`config.mk`:
```
export PLATFORM = sky130hd
export DESIGN_NAME = fp_mul_para
export DESIGN_NICKNAME = d
export VERILOG_FILES = /design/src/rtl/fp_mul_pkg.sv /design/src/rtl/fp_mul_lzc.sv /design/src/rtl/fp_mul_para.sv
export SDC_FILE = /design/constraint.sdc
export NUM_CORES = 2
export LEC_CHECK = 0
export CORE_MARGIN = 4
export CORE_UTILIZATION = 65
export DETAILED_ROUTE_END_ITERATION = 10
export GPL_ROUTABILITY_DRIVEN = 0
export PLACE_DENSITY = 0.8
export SLEW_MARGIN = 20
export SYNTH_ARGS = -nofsm -noshare
export SYNTH_HDL_FRONTEND = slang
export SYNTH_SLANG_ARGS = --single-unit
```
`constraint.sdc`:
```
create_clock -name clk -period 0.8 [get_ports clk]
set_clock_uncertainty 0.1 [all_clocks]
set_input_delay 0.16 -clock clk [delete_from_list [all_inputs] [get_ports clk]]
set_output_delay 0.16 -clock clk [all_outputs]
set_load 0.05 [all_outputs]
```
`src/rtl/fp_mul_pkg.sv`:
```
`default_nettype none
// ============================================================================
// Module   : fp_mul_pkg
// Purpose  : Shared types and constant helpers for the parameterised IEEE-754
//            multiplier: rounding-mode enum and encodings of the bias,
//            canonical quiet NaN and largest finite magnitude.
// Revision : 1.0  initial release
// ============================================================================
package fp_mul_pkg;

    typedef enum logic [1:0] {
        RNE = 2'b00,   // round to nearest, ties to even
        RTZ = 2'b01,   // round toward zero
        RUP = 2'b10,   // round toward +inf
        RDN = 2'b11    // round toward -inf
    } rnd_e;

    // Encodings below are built in a 64-bit container and truncated by the user.
    localparam int c_FIELD_W = 64;

    function automatic int bias(input int expo_w);
        return (1 << (expo_w - 1)) - 1;
    endfunction

    // Canonical qNaN: sign 0, all-ones exponent, only the fraction MSB set.
    function automatic logic [c_FIELD_W-1:0] qnan(input int expo_w, input int mant_w);
        logic [c_FIELD_W-1:0] v;
        v = ((64'd1 << expo_w) - 64'd1) << mant_w;
        v = v | (64'd1 << (mant_w - 1));
        return v;
    endfunction

    // Largest finite magnitude (sign bit excluded).
    function automatic logic [c_FIELD_W-1:0] max_finite(input int expo_w, input int mant_w);
        logic [c_FIELD_W-1:0] v;
        v = ((64'd1 << expo_w) - 64'd2) << mant_w;
        v = v | ((64'd1 << mant_w) - 64'd1);
        return v;
    endfunction

endpackage
`default_nettype wire

```
`src/rtl/fp_mul_lzc.sv`:
```
`default_nettype none
// ============================================================================
// Module   : fp_mul_lzc
// Purpose  : Parameterised leading-zero counter used to normalise products of
//            subnormal operands.
// Ports    : i_data  [WIDTH-1:0]  vector to scan from the MSB
//            o_count [CNT_W-1:0]  number of leading zeros (WIDTH when all zero)
// Revision : 1.0  initial release
// ============================================================================
module fp_mul_lzc #(
    parameter int WIDTH = 48,
    parameter int CNT_W = $clog2(WIDTH + 1)
) (
    input  logic [WIDTH-1:0] i_data,
    output logic [CNT_W-1:0] o_count
);

    // Ascending scan: the highest set bit is visited last and wins.
    always_comb begin
        o_count = CNT_W'(WIDTH);
        for (int i = 0; i < WIDTH; i++) begin
            if (i_data[i]) begin
                o_count = CNT_W'(WIDTH - 1 - i);
            end
        end
    end

endmodule
`default_nettype wire

```
`src/rtl/fp_mul_para.sv`:
```
`default_nettype none
// ============================================================================
// Module   : fp_mul_para
// Purpose  : Parameterised IEEE-754 binary multiplier, res = round(a * b),
//            combinational datapath followed by one output register.
// Ports    : clk    rising-edge clock
//            rst_n  asynchronous active-low reset, clears res
//            a, b   operands {sign, expo, mant}
//            rnd    rounding mode (RNE, RTZ, toward +inf, toward -inf)
//            res    registered rounded product, one cycle after a/b/rnd
// Revision : 1.0  initial release
// ============================================================================
module fp_mul_para
    import fp_mul_pkg::*;
#(
    parameter int SIGN_W = 1,
    parameter int EXPO_W = 8,
    parameter int MANT_W = 23
) (
    input  logic                             clk,
    input  logic                             rst_n,
    input  logic [SIGN_W+EXPO_W+MANT_W-1:0]  a,
    input  logic [SIGN_W+EXPO_W+MANT_W-1:0]  b,
    input  logic [1:0]                       rnd,
    output logic [SIGN_W+EXPO_W+MANT_W-1:0]  res
);

    localparam int c_W   = SIGN_W + EXPO_W + MANT_W;
    localparam int c_P   = MANT_W + 1;          // significand incl. hidden bit
    localparam int c_PW  = 2 * c_P;             // full product width
    localparam int c_EW  = EXPO_W + 2;          // signed working exponent
    localparam int c_LZW = $clog2(c_PW + 1);

    localparam logic [c_EW-1:0] c_BIAS    = c_EW'(bias(EXPO_W));
    localparam logic [c_EW-1:0] c_EXP_INF = c_EW'((1 << EXPO_W) - 1);
    localparam logic [c_W-1:0]  c_QNAN    = c_W'(qnan(EXPO_W, MANT_W));
    localparam logic [c_W-2:0]  c_MAX_FIN = (c_W - 1)'(max_finite(EXPO_W, MANT_W));
    localparam logic [c_W-2:0]  c_INF_MAG = {{EXPO_W{1'b1}}, {MANT_W{1'b0}}};

    // ---------------- unpack / classify ----------------
    logic                w_sa, w_sb, w_sign;
    logic [EXPO_W-1:0]   w_ea, w_eb;
    logic [MANT_W-1:0]   w_ma, w_mb;
    logic                w_ea_zero, w_eb_zero, w_ea_max, w_eb_max;
    logic                w_a_zero, w_b_zero, w_a_inf, w_b_inf, w_a_nan, w_b_nan;
    logic                w_nan, w_inf_in, w_zero_in;

    assign w_sa      = a[c_W-1];
    assign w_sb      = b[c_W-1];
    assign w_ea      = a[MANT_W +: EXPO_W];
    assign w_eb      = b[MANT_W +: EXPO_W];
    assign w_ma      = a[MANT_W-1:0];
    assign w_mb      = b[MANT_W-1:0];
    assign w_sign    = w_sa ^ w_sb;
    assign w_ea_zero = ~|w_ea;
    assign w_eb_zero = ~|w_eb;
    assign w_ea_max  = &w_ea;
    assign w_eb_max  = &w_eb;
    assign w_a_zero  = w_ea_zero & ~|w_ma;
    assign w_b_zero  = w_eb_zero & ~|w_mb;
    assign w_a_inf   = w_ea_max & ~|w_ma;
    assign w_b_inf   = w_eb_max & ~|w_mb;
    assign w_a_nan   = w_ea_max & |w_ma;
    assign w_b_nan   = w_eb_max & |w_mb;
    assign w_nan     = w_a_nan | w_b_nan | (w_a_inf & w_b_zero) | (w_a_zero & w_b_inf);
    assign w_inf_in  = w_a_inf | w_b_inf;
    assign w_zero_in = w_a_zero | w_b_zero;

    // ---------------- multiply ----------------
    logic [c_P-1:0]  w_sig_a, w_sig_b;
    logic [c_EW-1:0] w_exp_a, w_exp_b;
    logic [c_PW-1:0] w_prod;

    // Subnormals carry a zero hidden bit and an effective exponent of 1.
    assign w_sig_a = {~w_ea_zero, w_ma};
    assign w_sig_b = {~w_eb_zero, w_mb};
    assign w_exp_a = w_ea_zero ? c_EW'(1) : {2'b00, w_ea};
    assign w_exp_b = w_eb_zero ? c_EW'(1) : {2'b00, w_eb};
    assign w_prod  = {{c_P{1'b0}}, w_sig_a} * {{c_P{1'b0}}, w_sig_b};

    // ---------------- normalise / subnormal shift ----------------
    logic [c_LZW-1:0] w_lz;
    logic [c_EW-1:0]  w_exp_n, w_exp_r, w_sh;
    logic [c_PW-1:0]  w_prod_n, w_prod_s;
    logic             w_under, w_lost;

    fp_mul_lzc #(
        .WIDTH (c_PW),
        .CNT_W (c_LZW)
    ) u_lzc (
        .i_data  (w_prod),
        .o_count (w_lz)
    );

    // A product MSB in the top bit means 1.x * 2^(ea+eb-2*bias+1); each
    // leading zero removed from the product lowers that exponent by one.
    assign w_exp_n  = w_exp_a + w_exp_b - c_BIAS + c_EW'(1) - c_EW'(w_lz);
    assign w_prod_n = w_prod << w_lz;

    // Exponent <= 0: shift into the subnormal range at exponent field 0.
    assign w_under  = w_exp_n[c_EW-1] | (w_exp_n == '0);
    assign w_sh     = w_under ? (c_EW'(1) - w_exp_n) : '0;
    assign w_lost   = |(w_prod_n & ~({c_PW{1'b1}} << w_sh));
    assign w_prod_s = w_prod_n >> w_sh;
    assign w_exp_r  = w_under ? '0 : w_exp_n;

    // ---------------- round ----------------
    logic [c_P-1:0]  w_keep;
    logic            w_guard, w_sticky, w_inc;
    logic [c_P:0]    w_sum;
    logic [c_EW-1:0] w_exp_f;
    logic [MANT_W-1:0] w_frac_f;
    logic            w_ovf;
    logic [c_W-2:0]  w_ovf_mag;
    logic [c_W-1:0]  w_res;
    logic [c_W-1:0]  r_res;

    assign w_keep   = w_prod_s[c_PW-1 -: c_P];
    assign w_guard  = w_prod_s[MANT_W];
    assign w_sticky = (|w_prod_s[MANT_W-1:0]) | w_lost;

    always_comb begin
        w_inc = 1'b0;
        case (rnd_e'(rnd))
            RNE:     w_inc = w_guard & (w_sticky | w_keep[0]);
            RTZ:     w_inc = 1'b0;
            RUP:     w_inc = ~w_sign & (w_guard | w_sticky);
            RDN:     w_inc = w_sign & (w_guard | w_sticky);
            default: w_inc = 1'b0;
        endcase
    end

    assign w_sum = {1'b0, w_keep} + (c_P + 1)'(w_inc);

    // Carry out of a normal significand bumps the exponent; a subnormal that
    // rounds up into the hidden position becomes the minimum normal.
    assign w_exp_f  = (w_exp_r == '0) ? c_EW'(w_sum[MANT_W]) : (w_exp_r + c_EW'(w_sum[c_P]));
    assign w_frac_f = w_sum[c_P] ? w_sum[MANT_W:1] : w_sum[MANT_W-1:0];
    assign w_ovf    = (w_exp_f >= c_EXP_INF);

    always_comb begin
        w_ovf_mag = c_INF_MAG;
        case (rnd_e'(rnd))
            RNE:     w_ovf_mag = c_INF_MAG;
            RTZ:     w_ovf_mag = c_MAX_FIN;
            RUP:     w_ovf_mag = w_sign ? c_MAX_FIN : c_INF_MAG;
            RDN:     w_ovf_mag = w_sign ? c_INF_MAG : c_MAX_FIN;
            default: w_ovf_mag = c_INF_MAG;
        endcase
    end

    // ---------------- special-case mux ----------------
    always_comb begin
        w_res = {w_sign, w_exp_f[EXPO_W-1:0], w_frac_f};
        if (w_nan) begin
            w_res = c_QNAN;
        end else if (w_inf_in) begin
            w_res = {w_sign, c_INF_MAG};
        end else if (w_zero_in) begin
            w_res = {w_sign, {(c_W-1){1'b0}}};
        end else if (w_ovf) begin
            w_res = {w_sign, w_ovf_mag};
        end
    end

    // ---------------- output register ----------------
    always_ff @(posedge clk or negedge rst_n) begin
        if (!rst_n) begin
            r_res <= '0;
        end else begin
            r_res <= w_res;
        end
    end

    assign res = r_res;

endmodule
`default_nettype wire

```
==> results of run 1 <==
kinds of logic after synthesis:
logic type	share of synthesized area, %
simple gates	25.2
compound gates	20.6
buf+inv	10.7
fa+ha+maj	37.1
mux	2.17
xor+xnor	1.75
flops	2.43
metal layers:
layer / global-route usage [%] / GRT overflow
met2: 98.6 / 381
met4: 89.8 / 236
met3: 81.7 / 55
met5: 59.9 / 4
met1: 85.8 / 52
repair_timing:
action                                  4_1_cts
hold buffers                                  0
endpoints found under the setup margin       64
gates resized for setup                     394
pin swaps                                   146
buffers inserted                             93
cloned                                        7
per-stage QoR:
stage	setup slack, ns	cells	util [%]
CTS	-14.63	5878	90.3
detailed placement	-16.19	5773	85.5
global placement	-15.09	5773	85.5
floorplan	-14.83	4184	-
==> metrics, run 1 <==
status stopped before the end; Stopped at global routing (5_1_grt); Halt Reason [ERROR GRT-0116] Global routing finished with congestion. Check the congestion regions in the DRC Viewer.; Core Rows 82; Post-Syn Area 32900 µm²; Cells after Synth 4184; synth top area cells fa_1 30%, and2_1 10%, ha_1 7.4%, inv_1 6.9%, nand2_1 3.4%; Detailed Place HPWL 117000 µm; Buffers on Ports 99; Syn Nets 4936; ys async rst share 100%; Synth Register Bits 32; gr usage total 88.4%; dominant synthesized flop cell dfrtp_1; Congestion Overflow GR 728; number of synthesized flops with an enable pin 0; Yosys warning total 0; largest net degree at the start of global routing 80; Distinct cells, synth 132; die width 233 µm; height of the die 233 µm; CTS Sinks 32; Starting Density 65.8%; TritonCTS buffer count 5; H-tree levels 2; Post-Syn Area per Cell 7.87 µm²; root buffer selected by CTS clkbuf_16; first-pass GRT wire length 366000 µm; clock buffer depth 2; number of global-route vias before repair 55530; Placed Area 42800 µm²; sequential cell area fraction in the yosys report 2.43%; post-synth top area cell fa_1; count leader, synth inv_1; IO Pins 100; Yosys top cell area share 29.7%; top cells by count, synth 601 x inv_1, 540 x and2_1, 489 x fa_1
==> run 2: changes to the inputs <==
--- a/config.mk
+++ b/config.mk
@@ -6,10 +6,10 @@
 export NUM_CORES = 2
 export LEC_CHECK = 0
 export CORE_MARGIN = 4
-export CORE_UTILIZATION = 65
+export CORE_UTILIZATION = 40
 export DETAILED_ROUTE_END_ITERATION = 10
 export GPL_ROUTABILITY_DRIVEN = 0
-export PLACE_DENSITY = 0.8
+export PLACE_DENSITY_LB_ADDON = 0.15
 export SLEW_MARGIN = 20
 export SYNTH_ARGS = -nofsm -noshare
 export SYNTH_HDL_FRONTEND = slang
==> metrics, run 2 <==
status finished, violations left; failing checks setup timing; Least-Margin Pin Slew 1.00 ns; GRT met3 Usage 5.74%; most common cell after layout, fill and taps aside buf_4; initial antenna violation count 2; largest net degree at the start of global routing 80; Post-Syn Area per Cell 7.87 µm² (unchanged); CP max stage cell fa_1; met1 Use GR 44.4%; root buffer selected by CTS clkbuf_16; Max-slew headroom 33.1%; Yosys top cell area share 29.7% (unchanged); most used routing layer met2; dominant synthesized flop cell dfrtp_1; Vias/cell 5.76; gr usage total 31.5%; Reg clk slew, reported paths 0.05 ns; layout overhead on the synthesized area 45.2%; Core ar. 81100 µm²; Distinct cells, synth 132 (unchanged); Starting Density 40.6% (-25 points); Post-CTS Hold Buffers 0 (unchanged); Largest register FFs 32; endpoints failing setup 64; Buffers on Ports 99 (unchanged); number of synthesized flops with an enable pin 0 (unchanged); Fmax 65.6 MHz; critical path arrival 15.32 ns; Core Rows 104 (+27%); CP endpoint kind register; final hold violations 0; fillers 7274; Post-Syn Area 32900 µm² (unchanged); Tmin final 15.25 ns; Critical Path RT 0.88 ns; Setup Total Neg Slack -451.29 ns; CTS Sinks 32 (unchanged); Post-Place Setup Slack -15.87 ns (+0.323 ns); iteration count of the initial detailed-routing pass 9; fin crit share 1910%; IO Pins 100 (unchanged); H-tree levels 2 (unchanged); vias 37063; Congestion Overflow GR 0; Synth Register Bits 32 (unchanged); clock buffer depth 2 (unchanged); Max stage delay on crit path 0.55 ns; number of global-route vias before repair 37367; die area 87000 µm²; Setup crit start kind primary input; Remaining DRCs 0; Syn Nets 4936 (unchanged); Max Cap Viol 0; RSZ-0062 raised after global routing yes; critical path class in -> reg; Post-layout nets 6116; post-synth top area cell fa_1; worst-path fanout max 7; most frequent cells in the layout 1215 x buf_4, 579 x inv_1, 498 x and2_1; min-delay worst type in -> async; Detailed Place HPWL 111000 µm (-4.7%); count leader, synth inv_1; setup ws final -14.45 ns; Post-Layout Inst Area 47800 µm²; first-pass GRT wire length 217000 µm; DR iter-0 viols 3871; final WL 139000 µm; height of the die 295 µm (+27%); Placed Area 44100 µm² (+3.0%); grt met2 use 48.3%; layout cell share with drive strength beyond 1 35.8%; Cells after Synth 4184 (unchanged); top cells by count, synth 601 x inv_1, 540 x and2_1, 489 x fa_1; DR WL/cell 21.5 µm; Max Slew Vio Count 0; die width 295 µm (+27%); Routed Antenna Nets 0; CTS tree done; TritonCTS buffer count 5 (unchanged); synth top area cells fa_1 30%, and2_1 10%, ha_1 7.4%, inv_1 6.9%, nand2_1 3.4%; sequential cell area fraction in the yosys report 2.43% (unchanged); ys async rst share 100% (unchanged); Yosys warning total 0 (unchanged)
==> run 2: worst paths after layout <==
kind / startpoint / to / slack (ns) / cells after the start
min in group clk: b[27] / res[30] / 0.51 / 6
max: a[27] / res[14] / -14.45 / 76
min: rst_n / res[15] / 0.15 / 2
max in group asynchronous: rst_n / res[30] / 0.27 / 2
==> run 2: cell families after synthesis <==
kind of cell             after synthesis  synth area share [%]
buffers and inverters                866                  10.7
adder cells (fa/ha/maj)              684                  37.1
flip-flops                            32                  2.43
XOR/XNOR                              62                  1.75
AND/OR/NAND/NOR                     1546                  25.2
AO/OA/AOI/OAI                        929                  20.6
multiplexers                          65                  2.17
==> run 2: area by class of cell <==
| type | count | area, µm² | area share, % |
|---|---|---|---|
| Antenna cell | 4 | 10.0 | 0.0209 |
| Clock buffer | 6 | 129 | 0.270 |
| Clock inverter | 2 | 35.0 | 0.0733 |
| Inverter | 607 | 2300 | 4.81 |
| Multi-Input combinational cell | 3287 | 30800 | 64.6 |
| Sequential cell | 32 | 838 | 1.75 |
| Tap cell | 1060 | 1330 | 2.78 |
| Timing Repair Buffer | 1431 | 12300 | 25.7 |
==> run 2: routing by layer <==
| layer | up-vias | routed length, µm |
|---|---|---|
| li1 | 16595 | - |
| met1 | 18079 | 58700 |
| met2 | 1968 | 59400 |
| met3 | 421 | 13700 |
| met4 | 0 | 6750 |
| met5 | - | 0 |
==> run 2: worst max-delay path, delay by kind of cell <==
kind	cells	cell delay, ns
buffers and inverters	19	2.02
and+or+nand+nor	22	3.69
AOI/OAI and AO/OA	17	3.39
xor gates and xnor gates	2	0.59
adders and majority gates	16	5.46
==> run 2: metrics by stage <==
step | util [%] | cells | hold WS, ns
after global routing | 58.9 | 6425 | 0.165
after global placement | 54.4 | 6269 | 0.449
after detailed placement | 54.4 | 6269 | 0.447
after floorplan | - | 4184 | -0.236
after CTS | 58.0 | 6402 | 0.159
final | 58.9 | 6429 | 0.154
==> run 2: timing repair <==
| action | CTS | global route |
|---|---|---|
| cloned | 15 | 1 |
| endpoints found under the setup margin | 64 | 64 |
| setup buffers | 112 | 23 |
| resized for setup | 469 | 159 |
| pin swaps | 156 | 117 |
Power of run 2 is left out: the tool's default activity adds up to more than one toggle a clock period on the data nets, which glitch-free logic cannot reach.
